===== src/rtl/dense_output_layer.sv =====
// Fully-connected readout y = W*h + b in signed fixed point, computed with one shared MAC.
// Parameters load through a write port while idle; results saturate to the word width.
module dense_output_layer #(
  parameter int unsigned HIDDEN_SZ     = 8,
  parameter int unsigned OUTPUT_SZ     = 1,
  parameter int unsigned QN            = 6,
  parameter int unsigned QM            = 11,
  parameter int unsigned BITWIDTH      = QN + QM + 1,
  parameter int unsigned ADDR_BITWIDTH = (HIDDEN_SZ * OUTPUT_SZ > 1) ?
                                         $clog2(HIDDEN_SZ * OUTPUT_SZ) : 1
) (
  input  logic                          clk_i,
  input  logic                          rst_ni,
  input  logic [HIDDEN_SZ*BITWIDTH-1:0] hidden_vec_i,
  input  logic                          hidden_valid_i,
  output logic                          busy_o,
  input  logic                          w_en_i,
  input  logic                          w_sel_i,
  input  logic [ADDR_BITWIDTH-1:0]      w_addr_i,
  input  logic [BITWIDTH-1:0]           w_data_i,
  output logic [OUTPUT_SZ*BITWIDTH-1:0] output_vec_o,
  output logic                          output_valid_o
);

  localparam int unsigned NumW = HIDDEN_SZ * OUTPUT_SZ;
  localparam int unsigned IdxW = (HIDDEN_SZ > 1) ? $clog2(HIDDEN_SZ) : 1;
  localparam int unsigned OutW = (OUTPUT_SZ > 1) ? $clog2(OUTPUT_SZ) : 1;
  localparam int unsigned AccW = 2 * BITWIDTH + $clog2(HIDDEN_SZ) + 1;

  localparam logic [IdxW-1:0] IdxLast = IdxW'(HIDDEN_SZ - 1);
  localparam logic [OutW-1:0] OutLast = OutW'(OUTPUT_SZ - 1);
  localparam logic signed [AccW-1:0] SatMax = AccW'((2 ** (BITWIDTH - 1)) - 1);
  localparam logic signed [AccW-1:0] SatMin = AccW'(-(2 ** (BITWIDTH - 1)));

  typedef enum logic [1:0] {StIdle, StMac, StStore, StDone} state_e;

  state_e                     state_q;
  logic                       busy_q;
  logic                       valid_q;
  logic [IdxW-1:0]            i_q;
  logic [OutW-1:0]            o_q;
  logic signed [AccW-1:0]     acc_q;
  logic signed [BITWIDTH-1:0] w_q   [NumW];
  logic signed [BITWIDTH-1:0] bias_q[OUTPUT_SZ];
  logic signed [BITWIDTH-1:0] h_q   [HIDDEN_SZ];
  logic signed [BITWIDTH-1:0] res_q [OUTPUT_SZ];
  logic [OUTPUT_SZ*BITWIDTH-1:0] out_q;

  logic [31:0]                  w_idx;
  logic [31:0]                  bias_idx;
  logic signed [BITWIDTH-1:0]   w_cur;
  logic signed [BITWIDTH-1:0]   h_cur;
  logic signed [BITWIDTH-1:0]   bias_sel;
  logic signed [2*BITWIDTH-1:0] w_ext;
  logic signed [2*BITWIDTH-1:0] h_ext;
  logic signed [2*BITWIDTH-1:0] prod;
  logic signed [AccW-1:0]       bias_acc;
  logic signed [AccW-1:0]       acc_sh;
  logic signed [BITWIDTH-1:0]   sat_val;
  logic [OUTPUT_SZ*BITWIDTH-1:0] out_next;

  // Operand selection; the bias index points at the next row when leaving STORE.
  always_comb begin
    w_idx    = 32'(o_q) * HIDDEN_SZ + 32'(i_q);
    bias_idx = (state_q == StStore) ? 32'(o_q) + 32'd1 : 32'd0;
    w_cur    = '0;
    h_cur    = '0;
    bias_sel = '0;
    for (int unsigned j = 0; j < NumW; j++) begin
      if (w_idx == j) w_cur = w_q[j];
    end
    for (int unsigned j = 0; j < HIDDEN_SZ; j++) begin
      if (32'(i_q) == j) h_cur = h_q[j];
    end
    for (int unsigned j = 0; j < OUTPUT_SZ; j++) begin
      if (bias_idx == j) bias_sel = bias_q[j];
    end
  end

  always_comb begin
    w_ext    = {{BITWIDTH{w_cur[BITWIDTH-1]}}, w_cur};
    h_ext    = {{BITWIDTH{h_cur[BITWIDTH-1]}}, h_cur};
    prod     = w_ext * h_ext;
    bias_acc = AccW'(bias_sel) <<< QM;
    acc_sh   = acc_q >>> QM;
    if (acc_sh > SatMax) begin
      sat_val = SatMax[BITWIDTH-1:0];
    end else if (acc_sh < SatMin) begin
      sat_val = SatMin[BITWIDTH-1:0];
    end else begin
      sat_val = acc_sh[BITWIDTH-1:0];
    end
  end

  // Final STORE publishes every row at once, including the one being stored now.
  always_comb begin
    out_next = '0;
    for (int unsigned o = 0; o < OUTPUT_SZ; o++) begin
      out_next[o*BITWIDTH +: BITWIDTH] = (32'(o_q) == o) ? sat_val : res_q[o];
    end
  end

  always_ff @(posedge clk_i or negedge rst_ni) begin
    if (!rst_ni) begin
      state_q <= StIdle;
      busy_q  <= 1'b0;
      valid_q <= 1'b0;
      i_q     <= '0;
      o_q     <= '0;
      acc_q   <= '0;
      out_q   <= '0;
      for (int unsigned j = 0; j < NumW; j++) w_q[j] <= '0;
      for (int unsigned j = 0; j < HIDDEN_SZ; j++) h_q[j] <= '0;
      for (int unsigned j = 0; j < OUTPUT_SZ; j++) begin
        bias_q[j] <= '0;
        res_q[j]  <= '0;
      end
    end else begin
      valid_q <= 1'b0;
      unique case (state_q)
        StIdle: begin
          if (w_en_i) begin
            if (!w_sel_i) begin
              for (int unsigned j = 0; j < NumW; j++) begin
                if (32'(w_addr_i) == j) w_q[j] <= w_data_i;
              end
            end else begin
              for (int unsigned j = 0; j < OUTPUT_SZ; j++) begin
                if (32'(w_addr_i) == j) bias_q[j] <= w_data_i;
              end
            end
          end
          if (hidden_valid_i) begin
            for (int unsigned j = 0; j < HIDDEN_SZ; j++) begin
              h_q[j] <= hidden_vec_i[j*BITWIDTH +: BITWIDTH];
            end
            o_q     <= '0;
            i_q     <= '0;
            acc_q   <= bias_acc;
            busy_q  <= 1'b1;
            state_q <= StMac;
          end
        end
        StMac: begin
          acc_q <= acc_q + AccW'(prod);
          i_q   <= i_q + 1'b1;
          if (i_q == IdxLast) state_q <= StStore;
        end
        StStore: begin
          for (int unsigned o = 0; o < OUTPUT_SZ; o++) begin
            if (32'(o_q) == o) res_q[o] <= sat_val;
          end
          if (o_q == OutLast) begin
            out_q   <= out_next;
            valid_q <= 1'b1;
            state_q <= StDone;
          end else begin
            o_q     <= o_q + 1'b1;
            i_q     <= '0;
            acc_q   <= bias_acc;
            state_q <= StMac;
          end
        end
        StDone: begin
          busy_q  <= 1'b0;
          state_q <= StIdle;
        end
        default: state_q <= StIdle;
      endcase
    end
  end

  assign busy_o         = busy_q;
  assign output_valid_o = valid_q;
  assign output_vec_o   = out_q;

endmodule


===== config.mk =====
export PLATFORM = sky130hd
export DESIGN_NAME = dense_output_layer
export DESIGN_NICKNAME = d
export VERILOG_FILES = /design/src/rtl/dense_output_layer.sv
export SDC_FILE = /design/constraint.sdc
export NUM_CORES = 2
export LEC_CHECK = 0
export BUFFER_PORTS_ARGS = -buffer_cell sky130_fd_sc_hd__clkbuf_2
export CAP_MARGIN = 10
export CORE_MARGIN = 8
export CORE_UTILIZATION = 52
export CTS_CLUSTER_DIAMETER = 150
export DETAILED_ROUTE_END_ITERATION = 16
export PLACE_DENSITY = 0.7
export RECOVER_POWER = 25
export SLEW_MARGIN = 0
export SYNTH_ARGS = -nofsm -noshare
export SYNTH_HDL_FRONTEND = slang
export SYNTH_SLANG_ARGS = --single-unit

===== constraint.sdc =====
create_clock -name clk_i -period 14.9 [get_ports clk_i]
set_input_delay 2.235 -clock clk_i [delete_from_list [all_inputs] [get_ports clk_i]]
set_output_delay 2.235 -clock clk_i [all_outputs]
set_load 0.01 [all_outputs]

==> results.rst <==
.. list-table::
   :header-rows: 1

   * - Metric
     - Value
   * - Start point of the worst hold path
     - acc_q[2]$_DFFE_PN0P_
   * - Global-route wire length before repair
     - approximately 140000 um
   * - Routed length per placed instance
     - approximately 22 um
   * - Unrepaired setup endpoints after global routing
     - false
   * - Post-synthesis sequential area ratio
     - approximately 30%
   * - Worst clock skew
     - approximately 26 ps
   * - R2r startpoint
     - i_q[1]$_DFFE_PN0P_
   * - Outcome
     - finished with violations
   * - Actual slew at the worst max-slew pin
     - around 5200 ps
   * - Global Route Usage Sum
     - between 20% and 30%
   * - Final max-slew violation count
     - 240
   * - Critical Setup Path Class
     - register to register
   * - Headroom to the max-slew limit
     - -248%
   * - Req. time, crit path
     - 15380 ps
   * - Number of distinct library cells after synthesis
     - between 70 and 80
   * - Number of synthesized register bits
     - roughly 370
   * - Peak clock frequency supported by timing
     - slightly below 0.1 GHz
   * - Longest individual stage delay on the worst path
     - ~1100 ps
   * - Drt first pass iters
     - 5
   * - Combined area of all synthesized cells
     - ~31000 um^2
   * - Fraction of registers with async set/reset
     - 100%
   * - Top-area cell type share of the netlist area
     - around 30%
   * - Clock Root Buffer
     - sky130_fd_sc_hd__clkbuf_16
   * - Maximum buffer depth of the clock tree
     - 3
   * - Sort of element at the start of the critical path
     - register
   * - Worst min-delay path class
     - register to register
   * - Width of the die
     - between 200 and 300 um
   * - Primary flip-flop cell chosen by synthesis mapping
     - sky130_fd_sc_hd__dfrtp_1
   * - Number of vias in the routed layout
     - about 22000
   * - Post-detailed-route count of antenna-violating nets
     - 0
   * - Fraction of final layout cells with drive strength greater than 1
     - about a fifth
   * - Final min period
     - between 10000 and 15000 ps
   * - Number of buffers added by the clock tree synthesis step
     - between 40 and 50
   * - Cell with the largest stage delay on the worst path
     - sky130_fd_sc_hd__a221oi_2
   * - Clock-pin slew reported for the worst setup and hold paths after clock tree synthesis
     - around 60 ps
   * - Post-DP HPWL
     - 65600 um
   * - # Max-Cap Violations
     - 5
   * - Hold violation total from the final report
     - 0
   * - Post-route standard cell area excluding fillers
     - between 30000 and 40000 um^2
   * - Core Box Area
     - around 59000 um^2
   * - H-tree Lvls
     - 2
   * - Worst slack after detailed placement
     - between 4000 and 5000 ps
   * - Area overhead of the layout relative to synthesis
     - 9.93%
   * - Standard-cell row count
     - 89
   * - Count of cells along the worst register-to-register path
     - 32
   * - Hold buffers post-CTS
     - 0
   * - Port buffer count
     - 189
   * - Floorplan die area
     - about 67000 um^2
   * - Final setup viols
     - 0
   * - Avg Inst Size Synth
     - roughly 11 um^2
   * - CTS tree
     - yes
   * - Final period utilization
     - between 60 and 70%
   * - Number of ports placed on the die boundary
     - 190
   * - Number of clock sinks seen by CTS
     - 371
   * - Number of gates resized after cts
     - 0
   * - Wl on met1
     - 36800 um
   * - Vias per Instance
     - between 5 and 6
   * - Post-Syn Nets
     - between 3000 and 4000
   * - Number of enable flip-flop cells after synthesis
     - 0
   * - Crit path DAT
     - roughly 11000 ps
   * - Starting Density
     - ~52%
   * - Cells on Worst Hold Path
     - 2
   * - Top routing layer in use
     - met4
   * - Routed length on met3
     - about 6000 um
   * - Total gr overflow
     - 0
   * - Dominant cells by area after synthesis
     - sky130_fd_sc_hd__dfrtp_1 (30%), sky130_fd_sc_hd__fa_1 (25%), sky130_fd_sc_hd__mux2_2 (11%), sky130_fd_sc_hd__inv_1 (5.7%), sky130_fd_sc_hd__ha_1 (5.4%)
   * - Detailed route wirelength on metal2
     - 41000 um
   * - Height of the chip
     - 259 um
   * - Largest area contributor in the synthesized netlist
     - sky130_fd_sc_hd__dfrtp_1
   * - Synth Instances
     - slightly below 3000
   * - Final-stage net count
     - between 3000 and 4000
   * - Worst reg-to-reg setup slack
     - around 4800 ps
   * - DRC violation count after routing
     - 0
   * - Weighted congestion at the end of routability-driven global placement
     - a little under 1
   * - R2R Path End
     - acc_q[36]$_DFFE_PN0P_
   * - Dpl cell area
     - about 32000 um^2
   * - Via count of the first global-routing pass
     - between 20000 and 25000
   * - Routed WL
     - 86300 um
   * - Maximum number of pins on one net before global-route repair
     - 100
   * - Clock insertion delay at the later pin of the skew report
     - roughly 600 ps
   * - Number of DRC markers in iteration 0
     - between 1000 and 1500
   * - Endpoint kind of the worst setup timing path
     - register
   * - Total negative setup slack
     - 0 ps
   * - Violations in the final reports
     - capacitance limit, slew limit
   * - Setup slack after layout
     - between 4000 and 5000 ps
   * - Yosys Warn Count
     - 0
   * - Crit Path Max Fanout
     - 36
   * - Hold EP
     - acc_q[2]$_DFFE_PN0P_
   * - Antenna violations before repair
     - 4
   * - Buffers inserted by post-CTS timing repair
     - 0
[cells by family after synthesis]
| family | count (synthesis) | synth area share, % |
|---|---|---|
| AO/OA/AOI/OAI | 409 | 9.79 |
| XOR/XNOR | 38 | 1.09 |
| AND/OR/NAND/NOR | 662 | 9.19 |
| buffers and inverters | 610 | 7.95 |
| adder cells (fa/ha/maj) | 515 | 30.5 |
| flip-flops | 371 | 30.3 |
| multiplexers | 306 | 11.2 |
[worst max-delay path: cells and delay by family, from the launching register on]
| family | cells | cell delay (ps) |
|---|---|---|
| muxes | 1 | 110 |
| DFF | 1 | 400 |
| buffers and inverters | 6 | 570 |
| adders and majority gates | 9 | 4430 |
| AOI/OAI and AO/OA | 12 | 3230 |
| and+or+nand+nor | 4 | 1190 |
[state kept, by name, indices dropped and copies added, names as in the netlist]
name	count
acc_q	40
bias_q	18
busy_o	1
h_q	144
i_q	3
output_valid_o	1
output_vec_o	18
state_q	2
w_q	144
[metrics by stage]
| stage | hold slack [ps] | utilization, % | std cells |
|---|---|---|---|
| after floorplan | 445 | - | 2911 |
| after global placement | 462 | 55.0 | 3769 |
| after detailed placement | 467 | 55.0 | 3769 |
| after CTS | 481 | 57.5 | 3844 |
| after global routing | 513 | 57.4 | 3844 |
| final | 481 | 57.4 | 3846 |
[layer usage]
metal  vias to the layer above  global-route usage [%]
met5                         -                       0
met4                         0                    7.05
met3                       142                    4.60
met2                       762                    42.4
met1                     11237                    36.0
li1                       9741                       -
[cell usage after synthesis (all sizes together) (33+ instances only)]
library cell / number
inv: 465
a221oi: 65
ha: 131
nand2: 250
dfrtp: 371
a21oi: 101
o311ai: 36
nor3: 33
fa: 384
clkbuf: 84
buf: 61
nor2: 275
o21ai: 114
mux2: 289
[cells in the final DEF, fill, tap and decap left out, types with 21 or more instances in the layout]
cell	instances
sky130_fd_sc_hd__a21oi_1	94
sky130_fd_sc_hd__a221o_1	22
sky130_fd_sc_hd__a221oi_1	42
sky130_fd_sc_hd__buf_4	36
sky130_fd_sc_hd__clkbuf_16	42
sky130_fd_sc_hd__clkbuf_2	185
sky130_fd_sc_hd__dfrtp_1	371
sky130_fd_sc_hd__fa_1	384
sky130_fd_sc_hd__ha_1	128
sky130_fd_sc_hd__inv_1	463
sky130_fd_sc_hd__mux2_2	289
sky130_fd_sc_hd__nand2_1	248
sky130_fd_sc_hd__nand3_1	21
sky130_fd_sc_hd__nor2_1	274
sky130_fd_sc_hd__nor3_1	31
sky130_fd_sc_hd__o21ai_0	104
sky130_fd_sc_hd__o311ai_1	35
sky130_fd_sc_hd__xnor2_1	27
[layout make-up]
| cell class | instances | area, um^2 |
|---|---|---|
| Clock inverter | 20 | 277 |
| Multi-Input combinational cell | 1930 | 18900 |
| Timing Repair Buffer | 230 | 1230 |
| Inverter | 465 | 1750 |
| Clock buffer | 55 | 1200 |
| Fill cell | 4995 | 24900 |
| Tap cell | 773 | 967 |
| Sequential cell | 371 | 9280 |
| Antenna cell | 2 | 5.00 |
[how the worst max path moves through the flow]
stage	from	end	depth (start not counted)
5_1_grt	i_q[1]$_DFFE_PN0P_	acc_q[36]$_DFFE_PN0P_	32
3_3_place_gp	i_q[1]$_DFFE_PN0P_	acc_q[38]$_DFFE_PN0P_	32
6_report	i_q[1]$_DFFE_PN0P_	acc_q[36]$_DFFE_PN0P_	32
3_5_place_dp	i_q[1]$_DFFE_PN0P_	acc_q[36]$_DFFE_PN0P_	32
2_1_floorplan	i_q[2]$_DFFE_PN0P_	acc_q[38]$_DFFE_PN0P_	37
4_1_cts	i_q[1]$_DFFE_PN0P_	acc_q[36]$_DFFE_PN0P_	32
Power is not shown: default switching activity piles up to over one toggle a cycle in this logic, so the estimate is an artifact.
